$ cat src/rtl/life_pkg.sv
// life_pkg: constants and types shared by the Game of Life loader.
//   LIFE_MODE_HOLD / LIFE_MODE_EVOLVE : values for the engine's 2-bit `a` mode input
//   ROW_W                             : cells per grid row
//   life_state_t                      : loader FSM states {FILL, PRESENT, RUN}
package life_pkg;

  localparam logic [1:0] LIFE_MODE_HOLD   = 2'b00;
  localparam logic [1:0] LIFE_MODE_EVOLVE = 2'b10;

  localparam int ROW_W = 8;

  typedef enum logic [1:0] {
    FILL    = 2'd0,
    PRESENT = 2'd1,
    RUN     = 2'd2
  } life_state_t;

endpackage

$ cat src/rtl/life_grid_loader.sv
// life_grid_loader: serial front end for the Game of Life evolution engine.
// Collects the seed grid one row at a time, offers the packed grid to the
// engine, then holds the engine in evolve mode for GENS cycles.
//
// Handshakes:
//   rows : a row transfers on a rising edge where row_valid && row_ready
//          (and, with parity, the row has even parity). row_ready depends
//          only on the FSM state, never on row_valid.
//   grid : Grid is stable while grid_valid=1; the transfer completes on the
//          edge where grid_valid && grid_ack. grid_ack is ignored otherwise.
//
// Ports:
//   clk, reset          clock, synchronous active-high reset
//   row_in, row_valid   row data (bit 0 = leftmost cell) and its valid
//   row_ready           loader accepts a row this cycle (state == FILL)
//   Grid                packed grid, row k at [ROW_W*k +: ROW_W]
//   grid_valid, grid_ack  grid offer / engine acceptance
//   a                   engine mode (hold/load or evolve)
//   done                one-cycle pulse in the last evolve cycle
//   dbg_state, dbg_row_cnt  FSM state and row counter for observation
//   row_par, par_err    only with LIFE_LOADER_PARITY_EN: row parity bit and a
//                       sticky bad-parity flag cleared by reset or grid_ack
//
// Build option: define LIFE_LOADER_PARITY_EN to add even-parity checking of rows.
module life_grid_loader
  import life_pkg::*;
#(
  parameter int ROW_W  = life_pkg::ROW_W,
  parameter int N_ROWS = 8,
  parameter int GENS   = 16
) (
  input  logic                        clk,
  input  logic                        reset,
  input  logic [ROW_W-1:0]            row_in,
  input  logic                        row_valid,
  output logic                        row_ready,
`ifdef LIFE_LOADER_PARITY_EN
  input  logic                        row_par,
  output logic                        par_err,
`endif
  output logic [ROW_W*N_ROWS-1:0]     Grid,
  output logic                        grid_valid,
  input  logic                        grid_ack,
  output logic [1:0]                  a,
  output logic                        done,
  output life_state_t                 dbg_state,
  output logic [$clog2(N_ROWS)-1:0]   dbg_row_cnt
);

  localparam int RC_W = $clog2(N_ROWS);

  life_state_t     state;
  logic [RC_W-1:0] row_cnt;
  logic [7:0]      gen_cnt;
  logic            row_ok;

`ifdef LIFE_LOADER_PARITY_EN
  // Even parity over data plus parity bit.
  assign row_ok = ~(^{row_in, row_par});
`else
  assign row_ok = 1'b1;
`endif

  assign row_ready   = (state == FILL);
  assign dbg_state   = state;
  assign dbg_row_cnt = row_cnt;

  always_ff @(posedge clk) begin
    if (reset) begin
      state      <= FILL;
      row_cnt    <= '0;
      gen_cnt    <= '0;
      Grid       <= '0;
      grid_valid <= 1'b0;
      a          <= LIFE_MODE_HOLD;
      done       <= 1'b0;
`ifdef LIFE_LOADER_PARITY_EN
      par_err    <= 1'b0;
`endif
    end else begin
      done <= 1'b0;
      case (state)
        FILL: begin
          if (row_valid && row_ok) begin
            Grid[row_cnt*ROW_W +: ROW_W] <= row_in;
            if (row_cnt == RC_W'(N_ROWS-1)) begin
              row_cnt    <= '0;
              grid_valid <= 1'b1;
              state      <= PRESENT;
            end else begin
              row_cnt <= row_cnt + 1'b1;
            end
          end
`ifdef LIFE_LOADER_PARITY_EN
          // A bad-parity row is consumed (row_ready stays 1) but not stored.
          if (row_valid && !row_ok) par_err <= 1'b1;
`endif
        end
        PRESENT: begin
          if (grid_ack) begin
            grid_valid <= 1'b0;
            a          <= LIFE_MODE_EVOLVE;
            gen_cnt    <= 8'(GENS-1);
            // With a single generation the first evolve cycle is also the last.
            done       <= (GENS == 1);
            state      <= RUN;
`ifdef LIFE_LOADER_PARITY_EN
            par_err    <= 1'b0;
`endif
          end
        end
        RUN: begin
          if (gen_cnt == 8'd0) begin
            a     <= LIFE_MODE_HOLD;
            state <= FILL;
          end else begin
            gen_cnt <= gen_cnt - 1'b1;
            // done is registered, so raise it on the edge entering gen_cnt==0.
            if (gen_cnt == 8'd1) done <= 1'b1;
          end
        end
        default: state <= FILL;
      endcase
    end
  end

endmodule

$ cat config.mk
export PLATFORM = sky130hd
export DESIGN_NAME = life_grid_loader
export DESIGN_NICKNAME = d
export VERILOG_FILES = /design/src/rtl/life_pkg.sv /design/src/rtl/life_grid_loader.sv
export SDC_FILE = /design/constraint.sdc
export NUM_CORES = 1
export LEC_CHECK = 0
export ABC_AREA = 1
export CAP_MARGIN = 20
export CORE_AREA = 2 2 104 106
export CTS_CLUSTER_DIAMETER = 30
export CTS_CLUSTER_SIZE = 25
export DETAILED_ROUTE_END_ITERATION = 8
export DIE_AREA = 0 0 106 108
export SETUP_SLACK_MARGIN = 0.05
export SKIP_LAST_GASP = 1
export SYNTH_ARGS = -nofsm -noshare
export SYNTH_HDL_FRONTEND = slang
export SYNTH_SLANG_ARGS = --single-unit
$ cat constraint.sdc
create_clock -name clk -period 3.47 [get_ports clk]
set_clock_uncertainty 0.1 [all_clocks]
set_input_delay 0.694 -clock clk [delete_from_list [all_inputs] [get_ports clk]]
set_output_delay 0.694 -clock clk [all_outputs]
set_load 0.01 [all_outputs]
==> results_dict.tcl, run 1 <==
set metrics [dict create \
    cts_made_buffers 9 \
    finalSetupViolCount 0 \
    post-cts-setup-buffers 0 \
    hold_violations 0 \
    final_nets 578 \
    diodes 0 \
    period_minus_slack_ns 2.858 \
    slew_headroom 0.6039 \
    crit_type "flop to flop" \
    cp-start-kind "flop" \
    grt_max_degree 38 \
    grt.total_usage 0.1738 \
    drcViolationCount 0 \
    grt_antenna_before_repair 0 \
    crit_start "dbg_row_cnt[0]$_SDFFE_PP0P_" \
    synth_top_family_by_area "simple AND/OR/NAND/NOR gates" \
    status "completed" \
    grt_use_met1 0.2251 \
    cts_max_path_buffers 2 \
    boundaryPins 86 \
    drtAntennaViolNets 0 \
    switching_power_mw 0.5126 \
    insertion_delay_ns 0.34 \
    worstReg2RegEnd "Grid[5]$_SDFFE_PP0P_" \
    fin_tns_setup_ns 0 \
    syn-cell-area_um2 3533 \
    top_usage_layer "met2" \
    fillers 1037 \
    drt_iter0_markers 180 \
    synth-xor-area-share 0.002479 \
    synth-simple-area-share 0.2744 \
    drt_first_pass_iters 4 \
    mostFrequentLayoutCell "nor2_1" \
    synth-adder-area-share 0.03541 \
    required_ns 3.65 \
    h-tree-depth 3 \
    grt.met3_usage 0.06028 \
    cts_tree "built" \
    hpwlAfterDp_mm 7.305 \
    drv_cap 0 \
    netlist_instances 476 \
    seq_power_share 0.492 \
    start_util 0.3454 \
    min_path_type "flop to flop" \
    internal-power_mw 1.458 \
    power.share.switching 0.2601 \
    drv_slew 0 \
    num_rows 37 \
    seq_area_frac_synth 0.4533 \
    p_clk_frac 0.363 \
    hold_buffers 0 \
    fin_crit_sh 0.8237 \
    cts.sinks 80 \
    core_um2 10230 \
    globalRouteMet2Util 0.2751 \
    ys_types 31 \
    grt_pass1_wl_mm 15.64 \
    crit_arrival_ns 3.04 \
    hold_depth 2 \
    fin_util 0.4552 \
    synth-seq-cells 80 \
    portBuffers 84 \
    viasPerCell 4.721 \
    area_growth_pct 31.80 \
    yosys_warnings 0 \
    drive_above_1_share 0.06429 \
    die_w_um 106 \
    hold_start "grid_valid$_SDFFE_PP0P_" \
    drt_wl_total_mm 9.393 \
    rr_worst_depth 7 \
    pwr-share-comb 0.145 \
    crit_fanout 22 \
    overflow 0 \
    ir_drop_v 0.0001808 \
    root_buffer "clkbuf_8" \
    chipHeight_um 108 \
    vias 3286 \
    synth.avg_cell_area_um2 7.423 \
    rsz0062_at_grt "false" \
    endpoint_kind "flop" \
    first_global_vias 3175 \
    final_cell_area_um2 4657 \
    r2r_slack_ns 0.61 \
    wl_per_cell_um 13.50 \
    final_cell_mix "nor2_1 (139), clkdlybuf4s50_1 (84), dfxtp_1 (80)" \
    synth_mux_area_frac 0 \
    place_area_um2 4454 \
    max_freq_mhz 349.9 \
    r2r-start "dbg_row_cnt[0]$_SDFFE_PP0P_" \
    cts_resized 0 \
    whs_endpoint "grid_valid$_SDFFE_PP0P_" \
    power_leakage_nw 1.914 \
    dieArea_um2 11450 \
    synth_compound_gate_area_share 0.1565 \
    p_per_area_nw_per_um2 423.2 \
    place.gp.congestion 0.8860 \
    cts.clk_slew.worst_paths_ns 0.08 \
    synth_nets 498 \
    tightest_slew_ns 0.5922 \
]
[metrics by stage]
step	instances	hold slack, ns	power, mW	worst slack, ns
CTS	696	0.3833	1.991	0.6253
floorplan	476	0.3612	1.167	1.253
global placement	681	0.3719	1.273	0.7786
detailed placement	681	0.3737	1.276	0.6343
finish	696	0.3795	1.971	0.6118
global route	696	0.4093	2.071	0.3103
[worst max-delay path by stage]
stage	cells after the start	slack (ns)	endpoint
floorplan	10	1.25	Grid[41]$_SDFFE_PP0P_
global placement	7	0.78	Grid[0]$_SDFFE_PP0P_
detailed placement	7	0.63	Grid[5]$_SDFFE_PP0P_
CTS	7	0.63	Grid[5]$_SDFFE_PP0P_
global route	7	0.31	Grid[5]$_SDFFE_PP0P_
finish	7	0.61	Grid[5]$_SDFFE_PP0P_
[registers in the layout, summed over array words and instances (netlist names)]
register / cells
done: 1
dbg_state: 2
a: 1
grid_valid: 1
gen_cnt: 8
Grid: 64
dbg_row_cnt: 3
[critical path, cell delays in order, from the launching register on]
cell     delay (ns)
dfxtp_1        0.66
inv_6          0.11
ha_1           0.42
inv_1          0.48
nand3_1        0.22
nor3_4         0.51
o21ai_0        0.15
a21oi_1        0.14
[logic make-up (layout without fill, tap and decap cells)]
kind of cell / after synthesis / count (layout)
buffers and inverters: 60 / 144
flip-flops: 80 / 80
AND/OR/NAND/NOR: 218 / 218
AO/OA/AOI/OAI: 106 / 106
other: 1 / 1
adder cells (fa/ha/maj): 10 / 10
XOR/XNOR: 1 / 1
[final cells by class]
class / instances / area, um^2 / area share
flip-flops and latches: 80 / 1602 / 0.3439
clock buffers: 12 / 135.1 / 0.02902
repair buffers: 86 / 855.8 / 0.1838
clock inverters: 3 / 67.56 / 0.01451
multi-input cells: 336 / 1660 / 0.3565
well taps: 136 / 170.2 / 0.03654
inverters: 43 / 166.4 / 0.03573
[metal layers]
layer | up-vias | part of all wire
li1 | 1693 | -
met1 | 1507 | 0.46
met2 | 78 | 0.47
met3 | 8 | 0.058
met4 | 0 | 0.012
met5 | - | 0
[synthesized netlist by cell type]
| library cell | number | share of area |
|---|---|---|
| nand4_1 | 2 | 0.0035 |
| inv_2 | 3 | 0.0032 |
| nand2_2 | 1 | 0.0018 |
| o21ai_2 | 2 | 0.0050 |
| nor2_4 | 2 | 0.0064 |
| clkbuf_1 | 8 | 0.0085 |
| o31ai_1 | 1 | 0.0021 |
| buf_6 | 4 | 0.013 |
| nor2_1 | 139 | 0.15 |
| conb_1 | 1 | 0.0011 |
| a211oi_1 | 2 | 0.0042 |
| nand2_1 | 39 | 0.041 |
| buf_4 | 2 | 0.0042 |
| or2_2 | 1 | 0.0018 |
| xor2_1 | 1 | 0.0025 |
| a21oi_2 | 2 | 0.0050 |
| nor3_4 | 4 | 0.018 |
| o21ai_0 | 60 | 0.085 |
| nor3_2 | 1 | 0.0028 |
| inv_1 | 39 | 0.041 |
| inv_6 | 1 | 0.0025 |
| o21ai_1 | 8 | 0.011 |
| dfxtp_1 | 80 | 0.45 |
| nand3_4 | 2 | 0.0099 |
| buf_2 | 3 | 0.0042 |
| nand3_1 | 17 | 0.024 |
| a21oi_1 | 31 | 0.044 |
| nor3_1 | 7 | 0.0099 |
| nand2_4 | 1 | 0.0032 |
| ha_1 | 10 | 0.035 |
| nor2_2 | 2 | 0.0035 |
[power groups by stage]
stage                     combinational [mW]  clock (mW)  sequential (mW)
after detailed placement               0.285           0            0.990
after global placement                 0.282           0            0.990
after CTS                              0.287       0.735            0.970
after global routing                   0.318       0.780            0.973
after floorplan                        0.170           0            0.996
final                                  0.287       0.715            0.969
No activity file was read; power rests on OpenSTA's default activity.
==> run 2: changes to the inputs <==
clock period = 2.9 ns   (was 3.47 ns; I/O delays follow)
==> results_dict.tcl, run 2 (synthesis results as in run 1) <==
set metrics [dict create \
    cts.sinks 80 \
    min_path_type "flop to flop" \
    slowest_stage "nor3_4" \
    drt_wl_total_mm 9.470 \
    worst_slack_ns 0.4991 \
    insertion_delay_ns 0.35 \
    fillers 1017 \
    mostFrequentLayoutCell "nor2_1" \
    switching_power_mw 0.6578 \
    worstReg2RegEnd "Grid[2]$_SDFFE_PP0P_" \
    overflow 0 \
    regMostFlops "Grid" \
    core_um2 10230 \
    dieArea_um2 11450 \
    start_util 0.3454 \
    routed.top_layer "met4" \
    r2r-start "dbg_row_cnt[1]$_SDFFE_PP0P_" \
    viasPerCell 4.729 \
    cts.clk_slew.worst_paths_ns 0.08 \
    crit_path_cell_trace "inv_1 -> ha_1 -> ha_1 -> inv_1 -> nand3_1 -> nor3_4 -> buf_4 -> a21oi_1" \
    cp-start-kind "flop" \
    power_leakage_nw 1.937 \
    wl_per_cell_um 13.53 \
    h-tree-depth 3 \
    drcViolationCount 0 \
    hold_depth 2 \
    routed-wl-met2_mm 4.438 \
    required_ns 3.04 \
    max_freq_mhz 416.5 \
    critPathMaxStageDelay_ns 0.45 \
    grt_pass1_wl_mm 15.48 \
    cts_max_path_buffers 2 \
    boundaryPins 86 \
    grt.total_usage 0.1703 \
    chipHeight_um 108 \
    slew_headroom 0.5916 \
    area_growth_pct 33.25 \
    pre_cts_ws_ns 0.3635 \
    report.power.total_mw 2.416 \
    wl_met3_um 578 \
    cts_resized 0 \
    largest_register_ffs 64 \
    fin_crit_sh 0.8279 \
    finalSetupViolCount 0 \
    crit_start "dbg_row_cnt[1]$_SDFFE_PP0P_" \
    rr_worst_depth 8 \
    r2r_slack_ns 0.50 \
    seq_power_share 0.478 \
    p_clk_frac 0.375 \
    place.gp.congestion 0.8738 \
    power.share.switching 0.2722 \
    grt_max_degree 72 \
    period_minus_slack_ns 2.401 \
    drt_first_pass_iters 4 \
    drive_above_1_share 0.07447 \
    root_buffer "clkbuf_8" \
    endpoint_kind "flop" \
    num_rows 37 \
    pwr-share-comb 0.147 \
    drv_slew 0 \
    crit_fanout 15 \
    hpwlAfterDp_mm 7.152 \
    cpLargestDelayFamily "adder cells" \
    wirelength_met1_mm 4.332 \
    cp_num_buf_inv 3 \
    final_nets 581 \
    drtAntennaViolNets 0 \
    crit_arrival_ns 2.54 \
    vias 3310 \
    diodes 0 \
    final_cell_mix "nor2_1 (139), clkdlybuf4s50_1 (84), dfxtp_1 (80)" \
    drt_iter0_markers 222 \
    cts_tree "built" \
    tightest_slew_ns 0.6126 \
    p_per_area_nw_per_um2 513.2 \
    grt_antenna_before_repair 0 \
    drv_cap 0 \
    cts_made_buffers 9 \
    hold_buffers 0 \
    internal-power_mw 1.758 \
    portBuffers 84 \
    ir_drop_v 0.0002651 \
    hold_violations 0 \
    rsz0062_at_grt "false" \
    status "completed" \
    fin_tns_setup_ns 0 \
    critPathCapture "Grid[2]$_SDFFE_PP0P_" \
    cp_num_cells 8 \
    die_w_um 106 \
    first_global_vias 3144 \
    post-cts-setup-buffers 0 \
    crit_type "flop to flop" \
]
==> run 2: cell count changes in the layout (fill, tap and decap cells not counted), sizes merged <==
cell | previous run | this run
clkinvlp | 1 | 3
buf | 2 | 5
inv | 43 | 44
clkbuf | 12 | 10
==> run 2: worst min path at each step <==
stage / from / endpoint / slack (ns)
after global routing: Grid[25]$_SDFFE_PP0P_ / Grid[25]$_SDFFE_PP0P_ / 0.42
after global placement: a[1]$_SDFFE_PP0P_ / a[1]$_SDFFE_PP0P_ / 0.37
final: a[1]$_SDFFE_PP0P_ / a[1]$_SDFFE_PP0P_ / 0.38
after detailed placement: grid_valid$_SDFFE_PP0P_ / grid_valid$_SDFFE_PP0P_ / 0.38
after CTS: Grid[25]$_SDFFE_PP0P_ / Grid[25]$_SDFFE_PP0P_ / 0.39
after floorplan: gen_cnt[5]$_SDFFE_PP0P_ / gen_cnt[5]$_SDFFE_PP0P_ / 0.36
==> run 2: area by class of cell <==
class | instances | area [um^2] | share of cell area
clock inverters | 6 | 91.34 | 0.01940
inverters | 43 | 166.4 | 0.03534
flip-flops and latches | 80 | 1602 | 0.3402
multi-input cells | 336 | 1660 | 0.3526
repair buffers | 89 | 890.9 | 0.1892
clock buffers | 10 | 127.6 | 0.02711
well taps | 136 | 170.2 | 0.03614
==> run 2: per-layer routing <==
metal / vias to the layer above / GRT usage
met5: - / 0
met4: 0 / 0.05263
met3: 9 / 0.04702
met2: 85 / 0.2774
met1: 1512 / 0.2208
li1: 1704 / -
==> run 2: worst reg2reg max path, delay by kind of cell, from the launching register on <==
kind | cells | cell delay (ns)
AO/OA/AOI/OAI | 1 | 0.06
flip-flops | 1 | 0.38
buffers and inverters | 3 | 0.56
adder cells (fa/ha/maj) | 2 | 0.60
AND/OR/NAND/NOR | 2 | 0.60
==> run 2: power groups by stage <==
stage                     Sequential, mW  Combinational (mW)  Clock [mW]
final                               1.15               0.356       0.905
after global routing                1.16               0.395       0.973
after CTS                           1.16               0.358       0.931
after detailed placement            1.18               0.356           0
after global placement              1.18               0.353           0
after floorplan                     1.19               0.204           0
==> run 2: stage by stage <==
| stage | cells | hold WS (ns) | cell area (um^2) | utilization |
|---|---|---|---|---|
| final | 700 | 0.3832 | 4708 | 0.4602 |
| after global routing | 700 | 0.4184 | 4708 | 0.4602 |
| after CTS | 700 | 0.3913 | 4708 | 0.4602 |
| after detailed placement | 684 | 0.3779 | 4489 | 0.4388 |
| after global placement | 684 | 0.3691 | 4489 | 0.4388 |
| after floorplan | 476 | 0.3612 | 3533 | - |
